==> src/rtl/axi_read_arbiter_if.sv <==
// AXI3/4 bundle (32-bit address and data, 4-bit IDs) shared by the upstream ports and the SoC master.
// master drives AR/AW/W and the R/B ready signals; slave is the mirror image.
interface axi_read_arbiter_if;
    logic [3:0]  arid;
    logic [31:0] araddr;
    logic [7:0]  arlen;
    logic [2:0]  arsize;
    logic [1:0]  arburst;
    logic [3:0]  arcache;
    logic        arvalid;
    logic        arready;

    logic [3:0]  rid;
    logic [31:0] rdata;
    logic [1:0]  rresp;
    logic        rlast;
    logic        rvalid;
    logic        rready;

    logic [3:0]  awid;
    logic [31:0] awaddr;
    logic [7:0]  awlen;
    logic [2:0]  awsize;
    logic [1:0]  awburst;
    logic [3:0]  awcache;
    logic        awvalid;
    logic        awready;

    logic [3:0]  wid;
    logic [31:0] wdata;
    logic [3:0]  wstrb;
    logic        wlast;
    logic        wvalid;
    logic        wready;

    logic [3:0]  bid;
    logic [1:0]  bresp;
    logic        bvalid;
    logic        bready;

    modport master (
        output arid, araddr, arlen, arsize, arburst, arcache, arvalid,
        input  arready,
        input  rid, rdata, rresp, rlast, rvalid,
        output rready,
        output awid, awaddr, awlen, awsize, awburst, awcache, awvalid,
        input  awready,
        output wid, wdata, wstrb, wlast, wvalid,
        input  wready,
        input  bid, bresp, bvalid,
        output bready
    );

    modport slave (
        input  arid, araddr, arlen, arsize, arburst, arcache, arvalid,
        output arready,
        output rid, rdata, rresp, rlast, rvalid,
        input  rready,
        input  awid, awaddr, awlen, awsize, awburst, awcache, awvalid,
        output awready,
        input  wid, wdata, wstrb, wlast, wvalid,
        output wready,
        output bid, bresp, bvalid,
        input  bready
    );
endinterface

==> src/rtl/axi_read_arbiter.sv <==
// Merges instruction and data AXI reads onto one master, one read outstanding; data writes pass straight through.
// Define ARB_RR_EN for round-robin between simultaneous reads; otherwise data always wins.
module axi_read_arbiter #(
    parameter logic [3:0] INST_ARID = 4'd0,
    parameter logic [3:0] DATA_ARID = 4'd1
) (
    input  logic               clk,
    input  logic               reset,
    axi_read_arbiter_if.slave  inst,
    axi_read_arbiter_if.slave  data,
    axi_read_arbiter_if.master m
);

    typedef enum logic [1:0] {S_IDLE, S_ISSUE, S_RESP} state_e;
    typedef enum logic {PORT_DATA, PORT_INST} port_e;

    typedef struct packed {
        logic [31:0] addr;
        logic [7:0]  len;
        logic [2:0]  size;
        logic [1:0]  burst;
        logic [3:0]  cache;
    } ar_req_t;

    state_e  state_q;
    port_e   grant_q;
    ar_req_t ar_q;
    ar_req_t ar_d;
    logic    m_arvalid_q;
    logic    pick_inst;
    logic    idle_ok;
    logic    in_resp;
    logic    grant_inst;
    logic    unused_inputs;

`ifdef ARB_RR_EN
    // Holds the last contested winner; resetting it to inst makes the first contest go to data.
    port_e rr_last_q;

    assign pick_inst = inst.arvalid & (~data.arvalid | (rr_last_q == PORT_DATA));

    always_ff @(posedge clk or negedge reset) begin
        if (!reset) begin
            rr_last_q <= PORT_INST;
        end else if (state_q == S_IDLE && inst.arvalid && data.arvalid) begin
            rr_last_q <= pick_inst ? PORT_INST : PORT_DATA;
        end
    end
`else
    assign pick_inst = inst.arvalid & ~data.arvalid;
`endif

    // NOTE: arready is combinational, so it must be gated by reset explicitly to stay low while reset is held.
    assign idle_ok      = reset & (state_q == S_IDLE);
    assign inst.arready = idle_ok & pick_inst;
    assign data.arready = idle_ok & data.arvalid & ~pick_inst;

    assign ar_d = pick_inst
        ? {inst.araddr, inst.arlen, inst.arsize, inst.arburst, inst.arcache}
        : {data.araddr, data.arlen, data.arsize, data.arburst, data.arcache};

    // NOTE: non-blocking assignments keep every register sampling the pre-edge values.
    always_ff @(posedge clk or negedge reset) begin
        if (!reset) begin
            state_q     <= S_IDLE;
            grant_q     <= PORT_DATA;
            ar_q        <= '0;
            m_arvalid_q <= 1'b0;
        end else begin
            case (state_q)
                S_IDLE: begin
                    if (inst.arvalid || data.arvalid) begin
                        grant_q     <= pick_inst ? PORT_INST : PORT_DATA;
                        ar_q        <= ar_d;
                        m_arvalid_q <= 1'b1;
                        state_q     <= S_ISSUE;
                    end
                end
                S_ISSUE: begin
                    if (m.arready) begin
                        m_arvalid_q <= 1'b0;
                        state_q     <= S_RESP;
                    end
                end
                S_RESP: begin
                    if (m.rvalid && m.rready && m.rlast) begin
                        state_q <= S_IDLE;
                    end
                end
                default: state_q <= S_IDLE;
            endcase
        end
    end

    assign grant_inst = (grant_q == PORT_INST);
    assign in_resp    = (state_q == S_RESP);

    assign m.arvalid = m_arvalid_q;
    assign m.arid    = grant_inst ? INST_ARID : DATA_ARID;
    assign m.araddr  = ar_q.addr;
    assign m.arlen   = ar_q.len;
    assign m.arsize  = ar_q.size;
    assign m.arburst = ar_q.burst;
    assign m.arcache = ar_q.cache;

    // Payload fans out to both ports; only the granted port ever sees rvalid.
    assign inst.rid    = m.rid;
    assign inst.rdata  = m.rdata;
    assign inst.rresp  = m.rresp;
    assign inst.rlast  = m.rlast;
    assign inst.rvalid = in_resp & grant_inst & m.rvalid;
    assign data.rid    = m.rid;
    assign data.rdata  = m.rdata;
    assign data.rresp  = m.rresp;
    assign data.rlast  = m.rlast;
    assign data.rvalid = in_resp & ~grant_inst & m.rvalid;
    assign m.rready    = in_resp & (grant_inst ? inst.rready : data.rready);

    assign m.awid      = data.awid;
    assign m.awaddr    = data.awaddr;
    assign m.awlen     = data.awlen;
    assign m.awsize    = data.awsize;
    assign m.awburst   = data.awburst;
    assign m.awcache   = data.awcache;
    assign m.awvalid   = data.awvalid;
    assign data.awready = m.awready;
    assign m.wid       = data.wid;
    assign m.wdata     = data.wdata;
    assign m.wstrb     = data.wstrb;
    assign m.wlast     = data.wlast;
    assign m.wvalid    = data.wvalid;
    assign data.wready = m.wready;
    assign data.bid    = m.bid;
    assign data.bresp  = m.bresp;
    assign data.bvalid = m.bvalid;
    assign m.bready    = data.bready;

    // The instruction side never writes.
    assign inst.awready = 1'b0;
    assign inst.wready  = 1'b0;
    assign inst.bvalid  = 1'b0;
    assign inst.bid     = 4'd0;
    assign inst.bresp   = 2'd0;

    assign unused_inputs = ^{inst.arid, data.arid,
                             inst.awid, inst.awaddr, inst.awlen, inst.awsize, inst.awburst,
                             inst.awcache, inst.awvalid, inst.wid, inst.wdata, inst.wstrb,
                             inst.wlast, inst.wvalid, inst.bready};

endmodule

==> src/flat_wrapper.sv <==
// flat-port wrapper written by rule: the top's interface ports become plain ports
module axi_read_arbiter_flat 
#(
    parameter logic [3:0] INST_ARID = 4'd0,
    parameter logic [3:0] DATA_ARID = 4'd1
)
  (clk, reset, inst_arid, inst_araddr, inst_arlen, inst_arsize, inst_arburst, inst_arcache, inst_arvalid, inst_arready, inst_rid, inst_rdata, inst_rresp, inst_rlast, inst_rvalid, inst_rready, inst_awid, inst_awaddr, inst_awlen, inst_awsize, inst_awburst, inst_awcache, inst_awvalid, inst_awready, inst_wid, inst_wdata, inst_wstrb, inst_wlast, inst_wvalid, inst_wready, inst_bid, inst_bresp, inst_bvalid, inst_bready, data_arid, data_araddr, data_arlen, data_arsize, data_arburst, data_arcache, data_arvalid, data_arready, data_rid, data_rdata, data_rresp, data_rlast, data_rvalid, data_rready, data_awid, data_awaddr, data_awlen, data_awsize, data_awburst, data_awcache, data_awvalid, data_awready, data_wid, data_wdata, data_wstrb, data_wlast, data_wvalid, data_wready, data_bid, data_bresp, data_bvalid, data_bready, m_arid, m_araddr, m_arlen, m_arsize, m_arburst, m_arcache, m_arvalid, m_arready, m_rid, m_rdata, m_rresp, m_rlast, m_rvalid, m_rready, m_awid, m_awaddr, m_awlen, m_awsize, m_awburst, m_awcache, m_awvalid, m_awready, m_wid, m_wdata, m_wstrb, m_wlast, m_wvalid, m_wready, m_bid, m_bresp, m_bvalid, m_bready);
  axi_read_arbiter_if inst_i ();
  axi_read_arbiter_if data_i ();
  axi_read_arbiter_if m_i ();
  input  logic clk;
  input  logic reset;
  input wire logic [$bits(inst_i.arid)-1:0] inst_arid;
  input wire logic [$bits(inst_i.araddr)-1:0] inst_araddr;
  input wire logic [$bits(inst_i.arlen)-1:0] inst_arlen;
  input wire logic [$bits(inst_i.arsize)-1:0] inst_arsize;
  input wire logic [$bits(inst_i.arburst)-1:0] inst_arburst;
  input wire logic [$bits(inst_i.arcache)-1:0] inst_arcache;
  input wire logic [$bits(inst_i.arvalid)-1:0] inst_arvalid;
  output wire logic [$bits(inst_i.arready)-1:0] inst_arready;
  output wire logic [$bits(inst_i.rid)-1:0] inst_rid;
  output wire logic [$bits(inst_i.rdata)-1:0] inst_rdata;
  output wire logic [$bits(inst_i.rresp)-1:0] inst_rresp;
  output wire logic [$bits(inst_i.rlast)-1:0] inst_rlast;
  output wire logic [$bits(inst_i.rvalid)-1:0] inst_rvalid;
  input wire logic [$bits(inst_i.rready)-1:0] inst_rready;
  input wire logic [$bits(inst_i.awid)-1:0] inst_awid;
  input wire logic [$bits(inst_i.awaddr)-1:0] inst_awaddr;
  input wire logic [$bits(inst_i.awlen)-1:0] inst_awlen;
  input wire logic [$bits(inst_i.awsize)-1:0] inst_awsize;
  input wire logic [$bits(inst_i.awburst)-1:0] inst_awburst;
  input wire logic [$bits(inst_i.awcache)-1:0] inst_awcache;
  input wire logic [$bits(inst_i.awvalid)-1:0] inst_awvalid;
  output wire logic [$bits(inst_i.awready)-1:0] inst_awready;
  input wire logic [$bits(inst_i.wid)-1:0] inst_wid;
  input wire logic [$bits(inst_i.wdata)-1:0] inst_wdata;
  input wire logic [$bits(inst_i.wstrb)-1:0] inst_wstrb;
  input wire logic [$bits(inst_i.wlast)-1:0] inst_wlast;
  input wire logic [$bits(inst_i.wvalid)-1:0] inst_wvalid;
  output wire logic [$bits(inst_i.wready)-1:0] inst_wready;
  output wire logic [$bits(inst_i.bid)-1:0] inst_bid;
  output wire logic [$bits(inst_i.bresp)-1:0] inst_bresp;
  output wire logic [$bits(inst_i.bvalid)-1:0] inst_bvalid;
  input wire logic [$bits(inst_i.bready)-1:0] inst_bready;
  input wire logic [$bits(data_i.arid)-1:0] data_arid;
  input wire logic [$bits(data_i.araddr)-1:0] data_araddr;
  input wire logic [$bits(data_i.arlen)-1:0] data_arlen;
  input wire logic [$bits(data_i.arsize)-1:0] data_arsize;
  input wire logic [$bits(data_i.arburst)-1:0] data_arburst;
  input wire logic [$bits(data_i.arcache)-1:0] data_arcache;
  input wire logic [$bits(data_i.arvalid)-1:0] data_arvalid;
  output wire logic [$bits(data_i.arready)-1:0] data_arready;
  output wire logic [$bits(data_i.rid)-1:0] data_rid;
  output wire logic [$bits(data_i.rdata)-1:0] data_rdata;
  output wire logic [$bits(data_i.rresp)-1:0] data_rresp;
  output wire logic [$bits(data_i.rlast)-1:0] data_rlast;
  output wire logic [$bits(data_i.rvalid)-1:0] data_rvalid;
  input wire logic [$bits(data_i.rready)-1:0] data_rready;
  input wire logic [$bits(data_i.awid)-1:0] data_awid;
  input wire logic [$bits(data_i.awaddr)-1:0] data_awaddr;
  input wire logic [$bits(data_i.awlen)-1:0] data_awlen;
  input wire logic [$bits(data_i.awsize)-1:0] data_awsize;
  input wire logic [$bits(data_i.awburst)-1:0] data_awburst;
  input wire logic [$bits(data_i.awcache)-1:0] data_awcache;
  input wire logic [$bits(data_i.awvalid)-1:0] data_awvalid;
  output wire logic [$bits(data_i.awready)-1:0] data_awready;
  input wire logic [$bits(data_i.wid)-1:0] data_wid;
  input wire logic [$bits(data_i.wdata)-1:0] data_wdata;
  input wire logic [$bits(data_i.wstrb)-1:0] data_wstrb;
  input wire logic [$bits(data_i.wlast)-1:0] data_wlast;
  input wire logic [$bits(data_i.wvalid)-1:0] data_wvalid;
  output wire logic [$bits(data_i.wready)-1:0] data_wready;
  output wire logic [$bits(data_i.bid)-1:0] data_bid;
  output wire logic [$bits(data_i.bresp)-1:0] data_bresp;
  output wire logic [$bits(data_i.bvalid)-1:0] data_bvalid;
  input wire logic [$bits(data_i.bready)-1:0] data_bready;
  output wire logic [$bits(m_i.arid)-1:0] m_arid;
  output wire logic [$bits(m_i.araddr)-1:0] m_araddr;
  output wire logic [$bits(m_i.arlen)-1:0] m_arlen;
  output wire logic [$bits(m_i.arsize)-1:0] m_arsize;
  output wire logic [$bits(m_i.arburst)-1:0] m_arburst;
  output wire logic [$bits(m_i.arcache)-1:0] m_arcache;
  output wire logic [$bits(m_i.arvalid)-1:0] m_arvalid;
  input wire logic [$bits(m_i.arready)-1:0] m_arready;
  input wire logic [$bits(m_i.rid)-1:0] m_rid;
  input wire logic [$bits(m_i.rdata)-1:0] m_rdata;
  input wire logic [$bits(m_i.rresp)-1:0] m_rresp;
  input wire logic [$bits(m_i.rlast)-1:0] m_rlast;
  input wire logic [$bits(m_i.rvalid)-1:0] m_rvalid;
  output wire logic [$bits(m_i.rready)-1:0] m_rready;
  output wire logic [$bits(m_i.awid)-1:0] m_awid;
  output wire logic [$bits(m_i.awaddr)-1:0] m_awaddr;
  output wire logic [$bits(m_i.awlen)-1:0] m_awlen;
  output wire logic [$bits(m_i.awsize)-1:0] m_awsize;
  output wire logic [$bits(m_i.awburst)-1:0] m_awburst;
  output wire logic [$bits(m_i.awcache)-1:0] m_awcache;
  output wire logic [$bits(m_i.awvalid)-1:0] m_awvalid;
  input wire logic [$bits(m_i.awready)-1:0] m_awready;
  output wire logic [$bits(m_i.wid)-1:0] m_wid;
  output wire logic [$bits(m_i.wdata)-1:0] m_wdata;
  output wire logic [$bits(m_i.wstrb)-1:0] m_wstrb;
  output wire logic [$bits(m_i.wlast)-1:0] m_wlast;
  output wire logic [$bits(m_i.wvalid)-1:0] m_wvalid;
  input wire logic [$bits(m_i.wready)-1:0] m_wready;
  input wire logic [$bits(m_i.bid)-1:0] m_bid;
  input wire logic [$bits(m_i.bresp)-1:0] m_bresp;
  input wire logic [$bits(m_i.bvalid)-1:0] m_bvalid;
  output wire logic [$bits(m_i.bready)-1:0] m_bready;
  assign inst_i.arid = inst_arid;
  assign inst_i.araddr = inst_araddr;
  assign inst_i.arlen = inst_arlen;
  assign inst_i.arsize = inst_arsize;
  assign inst_i.arburst = inst_arburst;
  assign inst_i.arcache = inst_arcache;
  assign inst_i.arvalid = inst_arvalid;
  assign inst_arready = inst_i.arready;
  assign inst_rid = inst_i.rid;
  assign inst_rdata = inst_i.rdata;
  assign inst_rresp = inst_i.rresp;
  assign inst_rlast = inst_i.rlast;
  assign inst_rvalid = inst_i.rvalid;
  assign inst_i.rready = inst_rready;
  assign inst_i.awid = inst_awid;
  assign inst_i.awaddr = inst_awaddr;
  assign inst_i.awlen = inst_awlen;
  assign inst_i.awsize = inst_awsize;
  assign inst_i.awburst = inst_awburst;
  assign inst_i.awcache = inst_awcache;
  assign inst_i.awvalid = inst_awvalid;
  assign inst_awready = inst_i.awready;
  assign inst_i.wid = inst_wid;
  assign inst_i.wdata = inst_wdata;
  assign inst_i.wstrb = inst_wstrb;
  assign inst_i.wlast = inst_wlast;
  assign inst_i.wvalid = inst_wvalid;
  assign inst_wready = inst_i.wready;
  assign inst_bid = inst_i.bid;
  assign inst_bresp = inst_i.bresp;
  assign inst_bvalid = inst_i.bvalid;
  assign inst_i.bready = inst_bready;
  assign data_i.arid = data_arid;
  assign data_i.araddr = data_araddr;
  assign data_i.arlen = data_arlen;
  assign data_i.arsize = data_arsize;
  assign data_i.arburst = data_arburst;
  assign data_i.arcache = data_arcache;
  assign data_i.arvalid = data_arvalid;
  assign data_arready = data_i.arready;
  assign data_rid = data_i.rid;
  assign data_rdata = data_i.rdata;
  assign data_rresp = data_i.rresp;
  assign data_rlast = data_i.rlast;
  assign data_rvalid = data_i.rvalid;
  assign data_i.rready = data_rready;
  assign data_i.awid = data_awid;
  assign data_i.awaddr = data_awaddr;
  assign data_i.awlen = data_awlen;
  assign data_i.awsize = data_awsize;
  assign data_i.awburst = data_awburst;
  assign data_i.awcache = data_awcache;
  assign data_i.awvalid = data_awvalid;
  assign data_awready = data_i.awready;
  assign data_i.wid = data_wid;
  assign data_i.wdata = data_wdata;
  assign data_i.wstrb = data_wstrb;
  assign data_i.wlast = data_wlast;
  assign data_i.wvalid = data_wvalid;
  assign data_wready = data_i.wready;
  assign data_bid = data_i.bid;
  assign data_bresp = data_i.bresp;
  assign data_bvalid = data_i.bvalid;
  assign data_i.bready = data_bready;
  assign m_arid = m_i.arid;
  assign m_araddr = m_i.araddr;
  assign m_arlen = m_i.arlen;
  assign m_arsize = m_i.arsize;
  assign m_arburst = m_i.arburst;
  assign m_arcache = m_i.arcache;
  assign m_arvalid = m_i.arvalid;
  assign m_i.arready = m_arready;
  assign m_i.rid = m_rid;
  assign m_i.rdata = m_rdata;
  assign m_i.rresp = m_rresp;
  assign m_i.rlast = m_rlast;
  assign m_i.rvalid = m_rvalid;
  assign m_rready = m_i.rready;
  assign m_awid = m_i.awid;
  assign m_awaddr = m_i.awaddr;
  assign m_awlen = m_i.awlen;
  assign m_awsize = m_i.awsize;
  assign m_awburst = m_i.awburst;
  assign m_awcache = m_i.awcache;
  assign m_awvalid = m_i.awvalid;
  assign m_i.awready = m_awready;
  assign m_wid = m_i.wid;
  assign m_wdata = m_i.wdata;
  assign m_wstrb = m_i.wstrb;
  assign m_wlast = m_i.wlast;
  assign m_wvalid = m_i.wvalid;
  assign m_i.wready = m_wready;
  assign m_i.bid = m_bid;
  assign m_i.bresp = m_bresp;
  assign m_i.bvalid = m_bvalid;
  assign m_bready = m_i.bready;
  axi_read_arbiter #(.INST_ARID(INST_ARID), .DATA_ARID(DATA_ARID)) u_core (.clk(clk), .reset(reset), .inst(inst_i), .data(data_i), .m(m_i));
endmodule
==> config.mk <==
export PLATFORM = sky130hd
export DESIGN_NAME = axi_read_arbiter_flat
export DESIGN_NICKNAME = d
export VERILOG_FILES = /design/src/rtl/axi_read_arbiter_if.sv /design/src/rtl/axi_read_arbiter.sv /design/src/flat_wrapper.sv
export SDC_FILE = /design/constraint.sdc
export NUM_CORES = 1
export LEC_CHECK = 0
export CAP_MARGIN = 20
export CORE_AREA = 2 2 234 236
export CTS_CLUSTER_DIAMETER = 60
export CTS_CLUSTER_SIZE = 10
export DETAILED_ROUTE_END_ITERATION = 8
export DIE_AREA = 0 0 236 238
export PLACE_DENSITY = 0.35
export SLEW_MARGIN = 10
export SYNTH_ARGS = -nofsm -noshare
export SYNTH_HDL_FRONTEND = slang
export SYNTH_SLANG_ARGS = --single-unit
==> constraint.sdc <==
create_clock -name clk -period 4.3 [get_ports clk]
set_input_delay 0.86 -clock clk [delete_from_list [all_inputs] [get_ports clk]]
set_output_delay 0.86 -clock clk [all_outputs]
set_load 0.1 [all_outputs]
; Word level (Yosys, flattened, before mapping)
; Index checks and enable logic that the tools add are counted.
; Widths: inputs -> output; s select.
[totals]
ff_bits = 53
inputBits = 356
output_inout_bits = 252
word_cells = 45
[classes]
eq_ne = 5
muxes = 11
bitwise = 13
reduce_logical = 8
[ops]
columns = operator, count
row1 = $mux 49, 1
row2 = $and 1x1->1, 10
row3 = $mux 2, 3
row4 = $ne 2x2->1 const B, 3
row5 = $pmux 2 s3, 1
row6 = $reduce_and 3->1, 2
row7 = $mux 1, 5
row8 = $not 1->1, 3
row9 = $eq 2x1->1 const B, 1
row10 = $eq 2x2->1 const B, 1
row11 = $logic_and 1x1->1, 2
row12 = $logic_not 2->1, 1
row13 = $pmux 1 s2, 1
row14 = $reduce_and 2->1, 1
row15 = $reduce_bool 2->1, 1
row16 = $logic_or 1x1->1, 1

; Logic depth before layout (Yosys ltp)
; Gate-level depths: netlist (run 1).
[depth]
depth_word = 6
depth_mapped = 5
ltp_nobuf = 3

; Worst setup path before layout (run 1)
; No wires, ideal clock.
[synth_timing]
kind = input to output
start = input port inst_rready
end = output port m_rready
t_arrival_ns = 2.271
slack_ns = 1.169
cell_stages = 2
path_buffers = 0
cell_sequence = mux2i_1 > nor2b_1
[synth_between]
elab_chain_len = 2
[synth_rtl]
columns = item, line_no
row1 = start: declaration, flat_wrapper.sv:26  ; input wire logic [$bits(inst_i.rready)-1:0] inst_rready;
row2 = $mux 1, axi_read_arbiter.sv:117  ; assign m.rready = in_resp & (grant_inst ? inst.rready : data.rready);
row3 = $and 1x1->1, axi_read_arbiter.sv:117
row4 = end: declaration, flat_wrapper.sv:90  ; output wire logic [$bits(m_i.rready)-1:0] m_rready;
; No other way between the ends.

; Worst setup path after layout (run 1)
[layout_timing]
start = input port inst_arvalid
end = output port inst_arready
[layout_between]
elab_chain_len = 2
[layout_rtl]
columns = item, line_no
row1 = start: declaration, flat_wrapper.sv:19  ; input wire logic [$bits(inst_i.arvalid)-1:0] inst_arvalid;
row2 = $and 1x1->1, axi_read_arbiter.sv:50  ; assign pick_inst = inst.arvalid & ~data.arvalid;
row3 = $and 1x1->1, axi_read_arbiter.sv:55  ; assign inst.arready = idle_ok & pick_inst;
row4 = end: declaration, flat_wrapper.sv:20  ; output wire logic [$bits(inst_i.arready)-1:0] inst_arready;
; No other way between the ends.

==> metrics.txt, run 1 <==
outcome complete, no violations; cts bufs inserted 5; Core ar. 53500 µm²; Critical Path Max Stage Delay ~520 ps; yosys warns 0; EDFF count, synth 0; layout cells sized above 1 33.7%; clk_lat worst skew 330 ps; NumNets Final approximately 720; Remaining Overflow, GRT 0; Fin Setup TNS 0 ps; Total Die Area around 56000 µm²; Synth async-reset ratio 100%; Max Clock Freq 347 MHz; Commonest cells post-synth buf_4 (197), mux2_4 (98), dfrtp_1 (53); worst-path maximum fanout 3; R2R setup slack 2670 ps; Post-route DRC 0; Mean Syn Cell Area 11.9 µm²; GRT Total Usage 4.67%; Setup CP Type in2out; top cells by area, synth buf_4 (32%), mux2_4 (32%), dfrtp_1 (29%), buf_8 (1.6%), buf_6 (1.2%); pin count of the biggest net entering global routing 50; FILL cells 6128; clock root buffer clkbuf_16; RR Endpoint u_core.m.araddr[3]; Worst EP arrival 2020 ps; area growth from synthesis to layout 24.3%; most common cell in the synthesized netlist buf_4; H-tree Lvls 2; WP depth 4; Setup Viol. Count Final 0; HPWL Detailed ~10 mm; Std-Cell Rows 85; RD Place Congestion 0.623; sequential cell area fraction in the yosys report 29.1%; Fin. Hold Viols 0; chip width between 200 and 250 µm; Critical path origin inst_arvalid; vias per std cell approximately 2.2; Worst Reg-to-Reg Cells 3; P per Cell Area 843 nW/µm²; post-cts gate resize count 0; Syn Inst Count 382; Synth top area share 32.5%; Period minus WS final around 2900 ps; Vias roughly 2300; measured slew at the worst slew-check pin 1080 ps; WL/cell 12.5 µm; Top delay family on crit path buffers and inverters; Die Height 238 µm; vias in the first global route between 2000 and 3000; Unique masters post-synth 19; Max Buffers Root-to-Sink 2; Rel. slew slack between 20% and 30%; Worst Skew between 10 and 15 ps; clk slew on worst S/H paths approximately 80 ps; cell taking the most area after synthesis buf_4; maxcap violations 0; RSZ-0062 raised after global routing false; I/O Buffers 164; n_diodes 0; DRT antenna net count 0; period utilization 67.1%; CTS Hold Bufs 0; first-iteration detailed-routing DRC count 22; first-pass GRT wire length 18.1 mm; Setup crit end inst_arready; WP buf/inv 2; startpoint types input pin; setup bufs post-CTS 0; fin worst setup slack between 1000 and 1500 ps; initial antenna violation count 0; Critical Path RT roughly 3400 ps; Critical Path Slowest Stage Cell clkdlybuf4s50_1; CTS tree done; Cell Area, Synth roughly 4600 µm²; Max IR drop VDD 0.276 mV; drt pass-1 iters 3; Worst setup EP type output port; max-slew violations 0; critical register-to-register path startpoint u_core.state_q[1]; Initial Util under 10%; CP cell instances clkdlybuf4s50_1 -> nor2b_4 -> and3_1 -> buf_4; Synth Register Bits 53; ys flop type dfrtp_1; HP Class in2async; WL final 13.3 mm; dpl ws 1410 ps; clk sinks 53; IO Count 608; Lkg Pwr ~0.0022 µW
-- area by class of cell --
type / instances / area, µm² / share of cell area (%)
Clock inverter: 3 / 17.5 / 0.309
Multi-Input combinational cell: 131 / 1660 / 29.3
Timing Repair Buffer: 168 / 1660 / 29.3
Sequential cell: 53 / 1330 / 23.4
Clock buffer: 5 / 125 / 2.21
Inverter: 2 / 7.51 / 0.133
Tap cell: 696 / 871 / 15.4
-- how the worst min path moves through the flow --
stage	endpoint	slack [ps]	cells past startpoint
global route	u_core.m.arvalid	480	1
detailed placement	u_core.m.araddr[14]	490	1
finish	u_core.state_q[0]	470	1
CTS	u_core.m.arvalid	460	1
global placement	u_core.m.araddr[12]	490	1
floorplan	u_core.m.arvalid	540	1
-- cell usage in the layout, fill, tap and decap left out, drive strengths merged --
cell,n
o21ai,3
clkdlybuf4s50,154
o21bai,1
nand2b,1
mux2i,1
nand2,1
a21oi,2
conb,12
inv,2
nor2,3
mux2,98
a2bb2oi,1
dfrtp,53
and3,4
clkbuf,5
clkinv,2
buf,14
nor2b,3
nor3,1
clkinvlp,1
-- sequential cells by signal, indices dropped and copies added, names as in the netlist --
register and flops:
u_core.m.araddr 32, u_core.state_q 2, u_core.m.arvalid 1, u_core.m.arsize 3, u_core.m.arlen 8, u_core.grant_inst 1, u_core.m.arcache 4, u_core.m.arburst 2
-- kinds of logic after synthesis --
| kind of cell | Yosys count | share of synthesized area, % |
|---|---|---|
| AO/OA/AOI/OAI | 7 | 0.907 |
| buffers and inverters | 209 | 35.5 |
| flip-flops | 53 | 29.1 |
| multiplexers | 99 | 32.5 |
| other | 1 | 0.0823 |
| AND/OR/NAND/NOR | 13 | 1.84 |
-- power by group --
part | total (µW) | internal (µW) | switching (µW)
combinational | 3400 | 1020 | 2380
clock | 461 | 216 | 245
sequential | 914 | 757 | 158
-- stage by stage --
step	cells	util [%]	instance area, µm²	hold WS (ps)	power, µW
floorplan	393	-	4600	537	4380
global placement	1050	10.3	5520	494	4370
detailed placement	1050	10.3	5520	491	4370
CTS	1058	10.6	5660	458	4890
global route	1058	10.6	5660	479	5000
finish	1058	10.6	5660	469	4780
-- per-layer routing --
layer / part of all wire (%) / vias up / global-route usage (%)
li1: - / 1002 / -
met1: 34 / 1071 / 4.23
met2: 44 / 200 / 6.96
met3: 16 / 70 / 3.77
met4: 5.5 / 2 / 3.17
met5: 0.82 / - / 1.39
(Power assumes the default switching activity.)
==> inputs of run 2 (changes only) <==
--- a/config.mk
+++ b/config.mk
@@ -6,12 +6,12 @@
 export NUM_CORES = 1
 export LEC_CHECK = 0
 export CAP_MARGIN = 20
-export CORE_AREA = 2 2 234 236
+export CORE_AREA = 2 2 236 238
 export CTS_CLUSTER_DIAMETER = 60
 export CTS_CLUSTER_SIZE = 10
 export DETAILED_ROUTE_END_ITERATION = 8
-export DIE_AREA = 0 0 236 238
-export PLACE_DENSITY = 0.35
+export DIE_AREA = 0 0 238 240
+export PLACE_DENSITY = 0.36
 export SLEW_MARGIN = 10
 export SYNTH_ARGS = -nofsm -noshare
 export SYNTH_HDL_FRONTEND = slang
==> constraint.sdc (replaced) <==
create_clock -name clk -period 2.5 [get_ports clk]
set_input_delay 0.5 -clock clk [delete_from_list [all_inputs] [get_ports clk]]
set_output_delay 0.5 -clock clk [all_outputs]
set_load 0.1 [all_outputs]
==> run 2 against run 1 <==
Utilization is 0.15 points lower. Count of clock-buffer cells in the layout is 1 higher. Sequential share of layout area is 0.17 points lower. Combinational power is 70% higher. Flip-flop and latch count stayed put. Non-clock buffer count is 4 higher. Global-route usage is 0.20 points lower. Worst setup slack worse by 1200 ps. Register-to-register slack worse by 1700 ps. Clock power is 71% higher. Die area is 1.7% higher. Critical path depth is 1 higher. Critical path type unchanged. Highest routed layer is now met4.
==> metrics.txt, run 2 (synthesized netlist as in run 1, its figures left out) <==
Period minus WS final 2260 ps; Max IR drop VDD 0.426 mV; dpl ws 209 ps; Core ar. 54700 µm²; DRT antenna net count 0; setup bufs post-CTS 0; IO Count 608; NumNets Final 721; RD Place Congestion 0.627; I/O Buffers roughly 160; CTS Hold Bufs 0; HP Class in2async; post-cts gate resize count 0; first-pass GRT wire length approximately 18 mm; max-slew violations 0; area growth from synthesis to layout 25.3%; clk sinks 53; Worst Reg-to-Reg Cells 3; R2R setup slack 930 ps; Setup Viol. Count Final 0; H-tree Lvls 2; HPWL Detailed 9.97 mm; Int Power 3360 µW; Vias 2390; worst-path maximum fanout 3; Post-route DRC 0; maxcap violations 0; cts bufs inserted 5; Gate power share 70.9%; Critical path origin inst_arvalid; most common cell after layout, fill and taps aside clkdlybuf4s50_1; Clock power frac 9.7%; layout cells sized above 1 47.5%; fin cells 1070; Worst EP arrival 1760 ps; P per Cell Area 1430 nW/µm²; WL final 13.0 mm; first-iteration detailed-routing DRC count 20; Worst Skew 5.26 ps; outcome complete, no violations; Fin Setup TNS 0 ps; fin worst setup slack 238 ps; pin count of the biggest net entering global routing 32; vias in the first global route around 2600; Total Die Area 57100 µm²; FILL cells 6262; clock root buffer clkbuf_16; startpoint types input pin; Setup CP Type in2out; CTS tree done; drt pass-1 iters 4; Lkg Pwr 0.00233 µW; clk slew on worst S/H paths 80 ps; switching power 4800 µW; RSZ-0062 raised after global routing false; chip width roughly 240 µm; Setup crit end inst_arready; initial antenna violation count 0; Die Height 240 µm; vias per std cell roughly 2.2; period utilization 90.5%; Reg power frac between 10% and 20%; Worst setup EP type output port; Fin. Hold Viols 0; Fin Hold WS 45.3 ps; Net Sw Frac between 50% and 60%; Critical Path RT 2000 ps; clk_lat worst skew approximately 330 ps; Initial Util 8.33%; max reg flops 32; # placed instances 1062; n_diodes 0; WL/cell ~12 µm; Max Clock Freq 442 MHz; Std-Cell Rows 86; Remaining Overflow, GRT 0; RR Endpoint u_core.m.araddr[30]; commonest cells after routing, fill and taps aside clkdlybuf4s50_1 (105), mux2_4 (98), buf_4 (56); critical register-to-register path startpoint u_core.state_q[1]; Max Buffers Root-to-Sink 2; GRT Total Usage roughly 4.5%
==> run 2: cell types whose count changed in the layout (fill, tap and decap cells not counted) <==
cell / delta
clkinv_2: -1
inv_6: +1
clkinvlp_4: -1
buf_4: +43
clkdlybuf4s50_1: -49
clkbuf_1: +1
buf_12: +10
==> run 2: final cells by class <==
type                            instances  area (µm²)  share of cell area [%]
Timing Repair Buffer                  172        1690                    29.6
Multi-Input combinational cell        131        1660                    29.0
Sequential cell                        53        1330                    23.2
Tap cell                              704         881                    15.4
Clock buffer                            6         129                    2.26
Clock inverter                          2        13.8                   0.241
Inverter                                2        7.51                   0.132
==> run 2: worst min-delay path by stage <==
| stage | start | endpoint | slack [ps] | cells past startpoint |
|---|---|---|---|---|
| after floorplan | reset | u_core.grant_inst | 200 | 0 |
| after global placement | reset | u_core.state_q[1] | 410 | 1 |
| after detailed placement | reset | u_core.state_q[1] | 410 | 1 |
| after CTS | reset | u_core.state_q[1] | 30 | 1 |
| after global routing | reset | u_core.state_q[1] | 30 | 1 |
| final | reset | u_core.state_q[1] | 50 | 1 |
==> run 2: through the flow <==
step                      power, µW  util (%)  area, µm²
after floorplan                7530         -       4600
after global placement         7460      10.2       5560
after detailed placement       7450      10.2       5560
after CTS                      8350      10.4       5710
after global routing           8540      10.4       5710
final                          8160      10.4       5710
==> run 2: power groups by stage <==
| stage | Clock, µW | Sequential (µW) | Combinational [µW] |
|---|---|---|---|
| detailed placement | 0 | 1590 | 5860 |
| finish | 789 | 1580 | 5790 |
| global placement | 0 | 1600 | 5860 |
| floorplan | 0 | 4600 | 2930 |
| global route | 909 | 1650 | 5980 |
| CTS | 895 | 1590 | 5860 |
==> run 2: routing by layer <==
metal / part of all wire, % / up-vias / GRT usage, %
li1: - / 1006 / -
met1: 37 / 1106 / 4.45
met2: 46 / 212 / 7.11
met3: 12 / 66 / 2.41
met4: 5.0 / 0 / 3.24
met5: 0 / - / 0
==> run 2: critical path, stage by stage <==
cell	delay (ps)
clkdlybuf4s50_1	510
nor2b_4	190
buf_4	160
and3_1	210
buf_12	180
